[config.mk]
export PLATFORM = sky130hd
export DESIGN_NAME = net_arbiter
export DESIGN_NICKNAME = d
export VERILOG_FILES = /design/src/rtl/net_arbiter.sv
export SDC_FILE = /design/constraint.sdc
export NUM_CORES = 1
export LEC_CHECK = 0
export CAP_MARGIN = 40
export CORE_AREA = 2 2 156 158
export DETAILED_ROUTE_END_ITERATION = 8
export DIE_AREA = 0 0 158 160
export PLACE_DENSITY_LB_ADDON = 0.12
export SLEW_MARGIN = 10
export SYNTH_ARGS = -nofsm -noshare
export SYNTH_HDL_FRONTEND = slang
export SYNTH_SLANG_ARGS = --single-unit
[constraint.sdc]
create_clock -name clk -period 4.2 [get_ports clk]
set_input_delay 1.26 -clock clk [delete_from_list [all_inputs] [get_ports clk]]
set_output_delay 1.26 -clock clk [all_outputs]
set_load 0.01 [all_outputs]
[src/rtl/net_arbiter.sv]
// Round-robin scheduler sharing one net instance among N requesters; drives the net launch protocol.
// Optional watchdog on the WAIT state is enabled by defining NET_ARB_TIMEOUT_EN.
module net_arbiter #(
    parameter int N       = 4,
    parameter int I       = 2,
    parameter int O       = 1,
    parameter int TIMEOUT = 1024
) (
    input  logic                 clk,
    input  logic                 rst_n,
    input  logic [N-1:0]         req,
    input  logic [N*32*I-1:0]    x_in,
    output logic [N-1:0]         ack,
    output logic [32*O-1:0]      y_out,
    output logic                 err,
    output logic                 busy,
    output logic                 net_rst_n,
    output logic                 net_start,
    output logic [32*I-1:0]      net_x,
    input  logic [32*O-1:0]      net_y,
    input  logic                 net_done
);

    localparam int PW = $clog2(N);
    localparam int XW = 32 * I;
    localparam int YW = 32 * O;

    generate
        if (N < 2 || N > 16 || I < 1 || O < 1 || TIMEOUT < 1) begin : g_param_check
            $error("net_arbiter: unsupported parameter set");
        end
    endgenerate

    typedef enum logic [1:0] {
        S_IDLE,
        S_LAUNCH,
        S_WAIT,
        S_RESP
    } state_e;

    state_e          state_q;
    logic [PW-1:0]   ptr_q;
    logic [PW-1:0]   winner_q;
    logic [N-1:0]    ack_q;
    logic [YW-1:0]   y_q;
    logic            busy_q;
    logic            net_rst_n_q;
    logic            net_start_q;
    logic [XW-1:0]   net_x_q;
    logic            done_q;

    logic [PW-1:0]   winner_d;
    logic            found_d;
    logic [XW-1:0]   slice_d;
    logic [N-1:0]    ack_d;
    logic [PW-1:0]   ptr_d;
    logic            done_rise;

    // Search starts at the pointer and wraps, so the last-served requester goes to the back.
    always_comb begin
        winner_d = ptr_q;
        found_d  = 1'b0;
        for (int i = 0; i < N; i++) begin
            logic [PW-1:0] idx;
            idx = PW'((int'(ptr_q) + i) % N);
            if (!found_d && req[idx]) begin
                winner_d = idx;
                found_d  = 1'b1;
            end
        end
    end

    always_comb begin
        slice_d = '0;
        ack_d   = '0;
        for (int k = 0; k < N; k++) begin
            if (winner_d == PW'(k)) begin
                slice_d = x_in[k*XW +: XW];
            end
            if (winner_q == PW'(k)) begin
                ack_d[k] = 1'b1;
            end
        end
    end

    assign ptr_d     = (winner_q == PW'(N - 1)) ? '0 : winner_q + PW'(1);
    assign done_rise = net_done & ~done_q;

`ifdef NET_ARB_TIMEOUT_EN
    localparam int TW = $clog2(TIMEOUT + 1);
    localparam logic [31:0] QNAN = 32'h7FC0_0000;

    logic [TW-1:0] tmo_q;
    logic          err_q;
    logic          tmo_hit;

    assign tmo_hit = (tmo_q == TW'(TIMEOUT - 1));
    assign err     = err_q;
`else
    assign err = 1'b0;
`endif

    always_ff @(posedge clk) begin
        if (!rst_n) begin
            state_q     <= S_IDLE;
            ptr_q       <= '0;
            winner_q    <= '0;
            ack_q       <= '0;
            y_q         <= '0;
            busy_q      <= 1'b0;
            net_rst_n_q <= 1'b0;
            net_start_q <= 1'b0;
            net_x_q     <= '0;
            done_q      <= 1'b0;
`ifdef NET_ARB_TIMEOUT_EN
            tmo_q       <= '0;
            err_q       <= 1'b0;
`endif
        end else begin
            ack_q  <= '0;
            done_q <= net_done;
`ifdef NET_ARB_TIMEOUT_EN
            err_q  <= 1'b0;
`endif
            case (state_q)
                S_IDLE: begin
                    if (found_d) begin
                        winner_q    <= winner_d;
                        net_x_q     <= slice_d;
                        net_start_q <= 1'b1;
                        busy_q      <= 1'b1;
                        state_q     <= S_LAUNCH;
                    end
                end
                S_LAUNCH: begin
                    // A done level left over from before launch must not count as completion.
                    net_start_q <= 1'b0;
                    net_rst_n_q <= 1'b1;
                    done_q      <= 1'b1;
`ifdef NET_ARB_TIMEOUT_EN
                    tmo_q       <= '0;
`endif
                    state_q     <= S_WAIT;
                end
                S_WAIT: begin
                    if (done_rise) begin
                        y_q         <= net_y;
                        ack_q       <= ack_d;
                        net_rst_n_q <= 1'b0;
                        state_q     <= S_RESP;
                    end
`ifdef NET_ARB_TIMEOUT_EN
                    else if (tmo_hit) begin
                        y_q         <= {O{QNAN}};
                        err_q       <= 1'b1;
                        ack_q       <= ack_d;
                        net_rst_n_q <= 1'b0;
                        state_q     <= S_RESP;
                    end else begin
                        tmo_q <= tmo_q + TW'(1);
                    end
`endif
                end
                S_RESP: begin
                    ptr_q   <= ptr_d;
                    busy_q  <= 1'b0;
                    state_q <= S_IDLE;
                end
                default: begin
                    state_q <= S_IDLE;
                end
            endcase
        end
    end

    assign ack       = ack_q;
    assign y_out     = y_q;
    assign busy      = busy_q;
    assign net_rst_n = net_rst_n_q;
    assign net_start = net_start_q;
    assign net_x     = net_x_q;

endmodule

==> metrics.md, run 1 <==
| Metric | Value |
|---|---|
| Die area | 25300 um^2 |
| Post-Synth XOR/XNOR Area | 0% |
| RSZ-0062 raised after global routing | no |
| Die Span X | 158 um |
| Most Crowded Layer GR | met2 |
| Arrival time at the worst endpoint | 3.53 ns |
| Clk_skew | 0.00879 ns |
| Total GRT Usage | 20.3% |
| Max-cap violations | 0 |
| Sequential area share after synthesis | 36.7% |
| Cts bufs inserted | 9 |
| Post-route setup slack | 0.951 ns |
| DP Worst Slack | 0.607 ns |
| Synth Area in Compound Gates | 27.3% |
| Largest stage delay, worst path | 0.69 ns |
| Worst hold path class | register to register |
| Routed Antenna Nets | 0 |
| Cell taking the most area after synthesis | dfxtp_1 |
| Std-Cell Core Area | 23800 um^2 |
| Syn Inst Count | 688 |
| Syn Area/Cell | 8.71 um^2 |
| Initial antenna violation count | 1 |
| Total setup buffers inserted after CTS | 0 |
| Seq cells post-synth | 110 |
| CTS Hold Bufs | 0 |
| Worst Max-Slew Pin Slew | 0.737 ns |
| Drt wl/cell | 19.5 um |
| Most instantiated cells after synthesis | nand3_1, dfxtp_1, a21oi_1 |
| Post-synth top area share | 36.7% |
| Worst EP required | 4.48 ns |
| P_leak | 3.96 nW |
| Post-Synthesis Cell Area | 5990 um^2 |
| Final hold vios | 0 |
| Router iterations before antenna repair | 4 |
| Pwr dens | 467 nW/um^2 |
| Pins Over Slew Limit | 0 |
| Final Util | 44.4% |
| Post-synthesis mux area share | 12.3% |
| Kind of critical path | input pin to register |
| Row Count | 57 |
| Post-Synth Adder-Cell Area | 1.88% |
| Yosys warnings | 0 |
| Vert. Die Dim | 160 um |
| Top-count cell post-synth | nand3_1 |
| Via count | 6803 |
| TritonCTS clock tree | yes |
| Min Clock Period, post-route | 3.25 ns |
| Crit. End Element | register |
| Initial Util | 25.2% |
| CP max FO | 49 |
| GRT overflow | 0 |
| Layout cells sized above 1 | 10.3% |
| Clock net sink count | 110 |
| Number of port buffers | 397 |
| Setup-failing EPs final | 0 |
| Post-CTS Resized | 0 |
| Met1 Resource Use GR | 23.8% |
| Largest net degree at the start of global routing | 92 |
| Status | finished clean |
| Number of I/O pins | 399 |
| CTS HTree Levels | 3 |
| HPWL after DPL | 18.6 mm |
| Worst setup SP type | input pin |
| Largest family of logic cells by synthesized area | compound AO/OA/AOI/OAI gates |
| FFs w/ async S/R, synth | 0% |
| Crit share post-route | 77.3% |
| Final weighted congestion in routability-driven placement | 0.782 |
| Drt drc | 0 |
| Worst vdd ir | 0.258 mV |
| Post-synth EDFFs | 0 |
| Area grow syn2layout | 76.5% |
| Critical path's slowest cell | clkdlybuf4s50_1 |
| Max Clock Freq | 308 MHz |
| Synth area leaders | dfxtp_1, mux2_2, nand3_1 |
| Clock buffer depth | 2 |
| Met3 usage | 5.59% |
| Initial drt markers | 293 |
| Via density | 4.98 |
| Post-synth cell types | 40 |
| Met2 Resource Use GR | 35.3% |
| Clock-pin slew on the worst setup and hold paths | 0.08 ns |
| Drt total wl | 26.6 mm |
| Setup TNS | 0 ns |
| Main synth FF type | dfxtp_1 |
| Worst path cell trace | clkdlybuf4s50_1, and3b_1, or4_4, a32oi_4, buf_12, a221oi_1, a21oi_1 |
| Max-Slew Margin vs Limit | 50.8% |
| Fin nets | 1339 |
| Vias in the first global route | 6983 |
| Skew-Pair Late Insertion Delay | 0.36 ns |
| Syn_nets | 992 |
| Root Driver | clkbuf_16 |
| First-pass GRT wire length | 39.7 mm |
| Simple-gate share of the synthesized area | 15.0% |
==> placed cells by master (no fill, tap or decap), types with 5 or more instances in the layout <==
cell type        Yosys  routed
nor2b_1             12      11
buf_4                2      11
nand2_1              7       7
clkbuf_16            0       9
a221oi_1            63      63
mux2_2              63      63
a22o_1              32      32
and2_1               7       7
ha_1                 9       9
a21oi_1             67      67
dfxtp_1            110     110
inv_1                5       5
nor2_1               8       8
clkdlybuf4s50_1      0     396
o21ai_0             65      65
buf_12               0       8
nand3_1            128     128
==> critical path, delay by kind of cell <==
family | cells | cell delay, ns
buffers and inverters | 2 | 0.99
AOI/OAI and AO/OA | 3 | 0.56
and+or+nand+nor | 2 | 0.69
==> final cells by class <==
cell class	count	area [um^2]
Tap cell	324	405
Clock inverter	6	78.8
Fill cell	2392	13200
Sequential cell	110	2200
Antenna cell	1	2.50
Inverter	5	18.8
Multi-Input combinational cell	493	3420
Clock buffer	10	239
Timing Repair Buffer	416	4210
==> power breakdown <==
group	total [mW]	switching [mW]	leakage [nW]	internal [mW]
combinational	2.48	1.19	2.90	1.29
clock	0.947	0.454	0.157	0.493
sequential	1.51	0.159	0.906	1.35
total	4.94	1.80	3.96	3.14
==> registers in the layout, summed over array words and instances (netlist names) <==
signal / flops
net_rst_n: 1
ack: 4
winner_q: 2
done_q: 1
y_out: 32
state_q: 2
net_x: 64
ptr_q: 2
net_start: 1
busy: 1
==> per-stage QoR <==
step	instances	cell area [um^2]	total power, mW	hold slack (ns)
after CTS	1364	10600	5.01	0.480
after global placement	1348	10300	4.03	0.451
final	1365	10600	4.94	0.476
after detailed placement	1348	10300	4.03	0.453
after global routing	1365	10600	5.28	0.489
after floorplan	688	5990	2.73	0.489
==> kinds of logic after synthesis <==
group / count (synthesis)
and+or+nand+nor: 174
muxes: 66
adders and majority gates: 9
AOI/OAI and AO/OA: 243
buffers and inverters: 85
DFF: 110
other: 1
==> per-layer routing <==
metal,vias to the layer above,routed length (um),share of wire (%)
li1,3309,-,-
met1,3167,10700,40
met2,292,12900,49
met3,35,2240,8.4
met4,0,643,2.4
met5,-,0,0
==> path summary, 6_finish.rpt <==
check	endpoint	slack (ns)	from	cells past startpoint
max	net_x[51]	0.95	req[3]	7
min	y_out[11]	0.48	y_out[11]	1
max reg2reg	net_x[51]	2.04	ptr_q[1]	6
min reg2reg	y_out[11]	0.48	y_out[11]	1
Note: power is estimated with default switching activity, not from simulation.
==> run 2, diff against run 1 <==
CORE_AREA = 2 2 155 157   (was 2 2 156 158)
DIE_AREA = 0 0 157 159   (was 0 0 158 160)
clock period = 2.9 ns   (was 4.2 ns; I/O delays follow)
==> metrics.md, run 2 (same netlist as run 1, synthesis figures left out) <==
| Metric | Value |
|---|---|
| Status | finished clean |
| Final Util | 46.5% (+2.1 points) |
| Worst Max-Slew Pin Slew | 0.563 ns (-0.174 ns) |
| Min Clock Period, post-route | 2.70 ns |
| Cts bufs inserted | 9 (unchanged) |
| Clock-pin slew on the worst setup and hold paths | 0.08 ns (about the same) |
| Via count | 6859 (+0.82%) |
| Clock buffer depth | 2 (unchanged) |
| Final Non-Filler Cells | 1387 (+1.6%) |
| Setup TNS | 0 ns (unchanged) |
| Max-cap violations | 0 (unchanged) |
| Total setup buffers inserted after CTS | 0 (unchanged) |
| Worst setup SP type | input pin |
| Setup-failing EPs final | 0 (unchanged) |
| Area grow syn2layout | 79.9% |
| NetSw | 2.62 mW (+46%) |
| Final hold vios | 0 (unchanged) |
| Post-route setup slack | 0.200 ns (-0.752 ns) |
| Root Driver | clkbuf_16 |
| Die area | 25000 um^2 (-1.3%) |
| Router iterations before antenna repair | 5 (+1) |
| Routed Antenna Nets | 0 (unchanged) |
| Kind of critical path | input pin to register |
| Initial antenna violation count | 5 (+4) |
| P_leak | 4.08 nW (+2.9%) |
| DP Worst Slack | -0.144 ns (-0.751 ns) |
| DP Area | 10500 um^2 (+2.2%) |
| First-pass GRT wire length | 39.4 mm (-0.62%) |
| Row Count | 56 (-1.8%) |
| Drt drc | 0 (unchanged) |
| Worst vdd ir | 0.366 mV (+42%) |
| Total GRT Usage | 20.4% (+0.064 points) |
| Sequential share of power | 30.4% (-0.2 points) |
| Tot Pwr | 7.19 mW (+46%) |
| Final weighted congestion in routability-driven placement | 0.831 (+6.3%) |
| Initial Util | 25.8% (+0.68 points) |
| Max-Slew Margin vs Limit | 62.4% (+12 points) |
| Arrival time at the worst endpoint | 2.99 ns (-0.54 ns) |
| Max Clock Freq | 370 MHz |
| Sw Share | 36.4% (about the same) |
| Worst hold path class | register to register |
| Post-CTS Resized | 0 (unchanged) |
| Hold_ws | 0.474 ns (-0.00108 ns) |
| Fill count | 2254 (-5.8%) |
| Pwr dens | 667 nW/um^2 (+43%) |
| Vert. Die Dim | 159 um (-0.63%) |
| Clock net sink count | 110 (unchanged) |
| Fin area | 10800 um^2 (+1.9%) |
| Clk_skew | 0.0125 ns (+0.00372 ns) |
| TritonCTS clock tree | yes |
| Crit share post-route | 93.1% |
| GRT overflow | 0 (unchanged) |
| Std-Cell Core Area | 23200 um^2 (-2.6%) |
| Clock group share of total power | 17.6% (-1.6 points) |
| Internal power | 4.57 mW (+46%) |
| Vias in the first global route | 6909 (-1.1%) |
| RSZ-0062 raised after global routing | no |
| Commonest non-fill, non-tap cell in the layout | clkdlybuf4s50_1 |
| CTS HTree Levels | 3 (unchanged) |
| Number of I/O pins | 399 (unchanged) |
| HPWL after DPL | 20.1 mm (+7.9%) |
| Crit. End Element | register |
| Drt wl/cell | 19.0 um (-2.2%) |
| Fin nets | 1363 (+1.8%) |
| Number of port buffers | 397 (unchanged) |
| CTS Hold Bufs | 0 (unchanged) |
| Largest net degree at the start of global routing | 79 (-14%) |
| Placed Instances | 1367 (+1.4%) |
| Worst EP required | 3.19 ns (-1.29 ns) |
| Max reg flops | 64 (unchanged) |
| Die Span X | 157 um (-0.63%) |
| Combinational Power Share | 51.9% (+1.7 points) |
| Skew-Pair Late Insertion Delay | 0.36 ns (about the same) |
| Initial drt markers | 376 (+28%) |
| Pins Over Slew Limit | 0 (unchanged) |
| Via density | 4.95 (-0.78%) |
| Most frequent cells in the layout | clkdlybuf4s50_1, nand3_1, dfxtp_1 |
| Layout cells sized above 1 | 12.3% (+2.0 points) |
| CP max FO | 36 (-27%) |
| Drt total wl | 26.4 mm (-0.62%) |
run 2: path summary, 6_finish.rpt:
path                            startpoint         to  slack [ns]  depth (start not counted)
worst max-delay path                req[0]  net_x[58]        0.20                          8
worst max register to register    ptr_q[1]  net_x[31]        0.72                          7
worst min-delay path             net_rst_n  net_rst_n        0.47                          1
worst min register to register   net_rst_n  net_rst_n        0.47                          1
run 2: layer usage:
metal / GRT usage (%) / share of wire (%) / up-vias
met5: 0 / 0.049 / -
met4: 7.09 / 2.4 / 2
met3: 6.64 / 8.5 / 37
met2: 35.8 / 49 / 283
met1: 22.9 / 40 / 3178
li1: - / - / 3359
run 2: power groups by stage:
stage	Clock (mW)	Sequential [mW]	Combinational, mW
final	1.27	2.19	3.73
after global routing	1.36	2.24	4.09
after CTS	1.32	2.19	3.78
after detailed placement	0	2.21	3.77
after global placement	0	2.21	3.76
after floorplan	0	2.38	1.57
run 2: final cells by class:
type / count / area [um^2] / area share (%)
Clock buffer: 10 / 239 / 2.22
Tap cell: 319 / 399 / 3.70
Antenna cell: 4 / 10.0 / 0.0928
Inverter: 5 / 18.8 / 0.174
Clock inverter: 6 / 51.3 / 0.476
Sequential cell: 110 / 2200 / 20.4
Timing Repair Buffer: 440 / 4440 / 41.2
Multi-Input combinational cell: 493 / 3420 / 31.7
run 2: worst max-delay path: stages:
cell and delay, ns:
clkdlybuf4s50_1 0.43, nor2b_1 0.15, or4b_2 0.62, o211ai_1 0.22, buf_12 0.24, buf_4 0.16
a221oi_1 0.10, a21oi_1 0.17
==> run 3, diff against run 2 <==
HOLD_SLACK_MARGIN = 0.06   (was default)
==> results of run 3 <==
The final DEF is identical to that of run 2; final timing and power are the same.
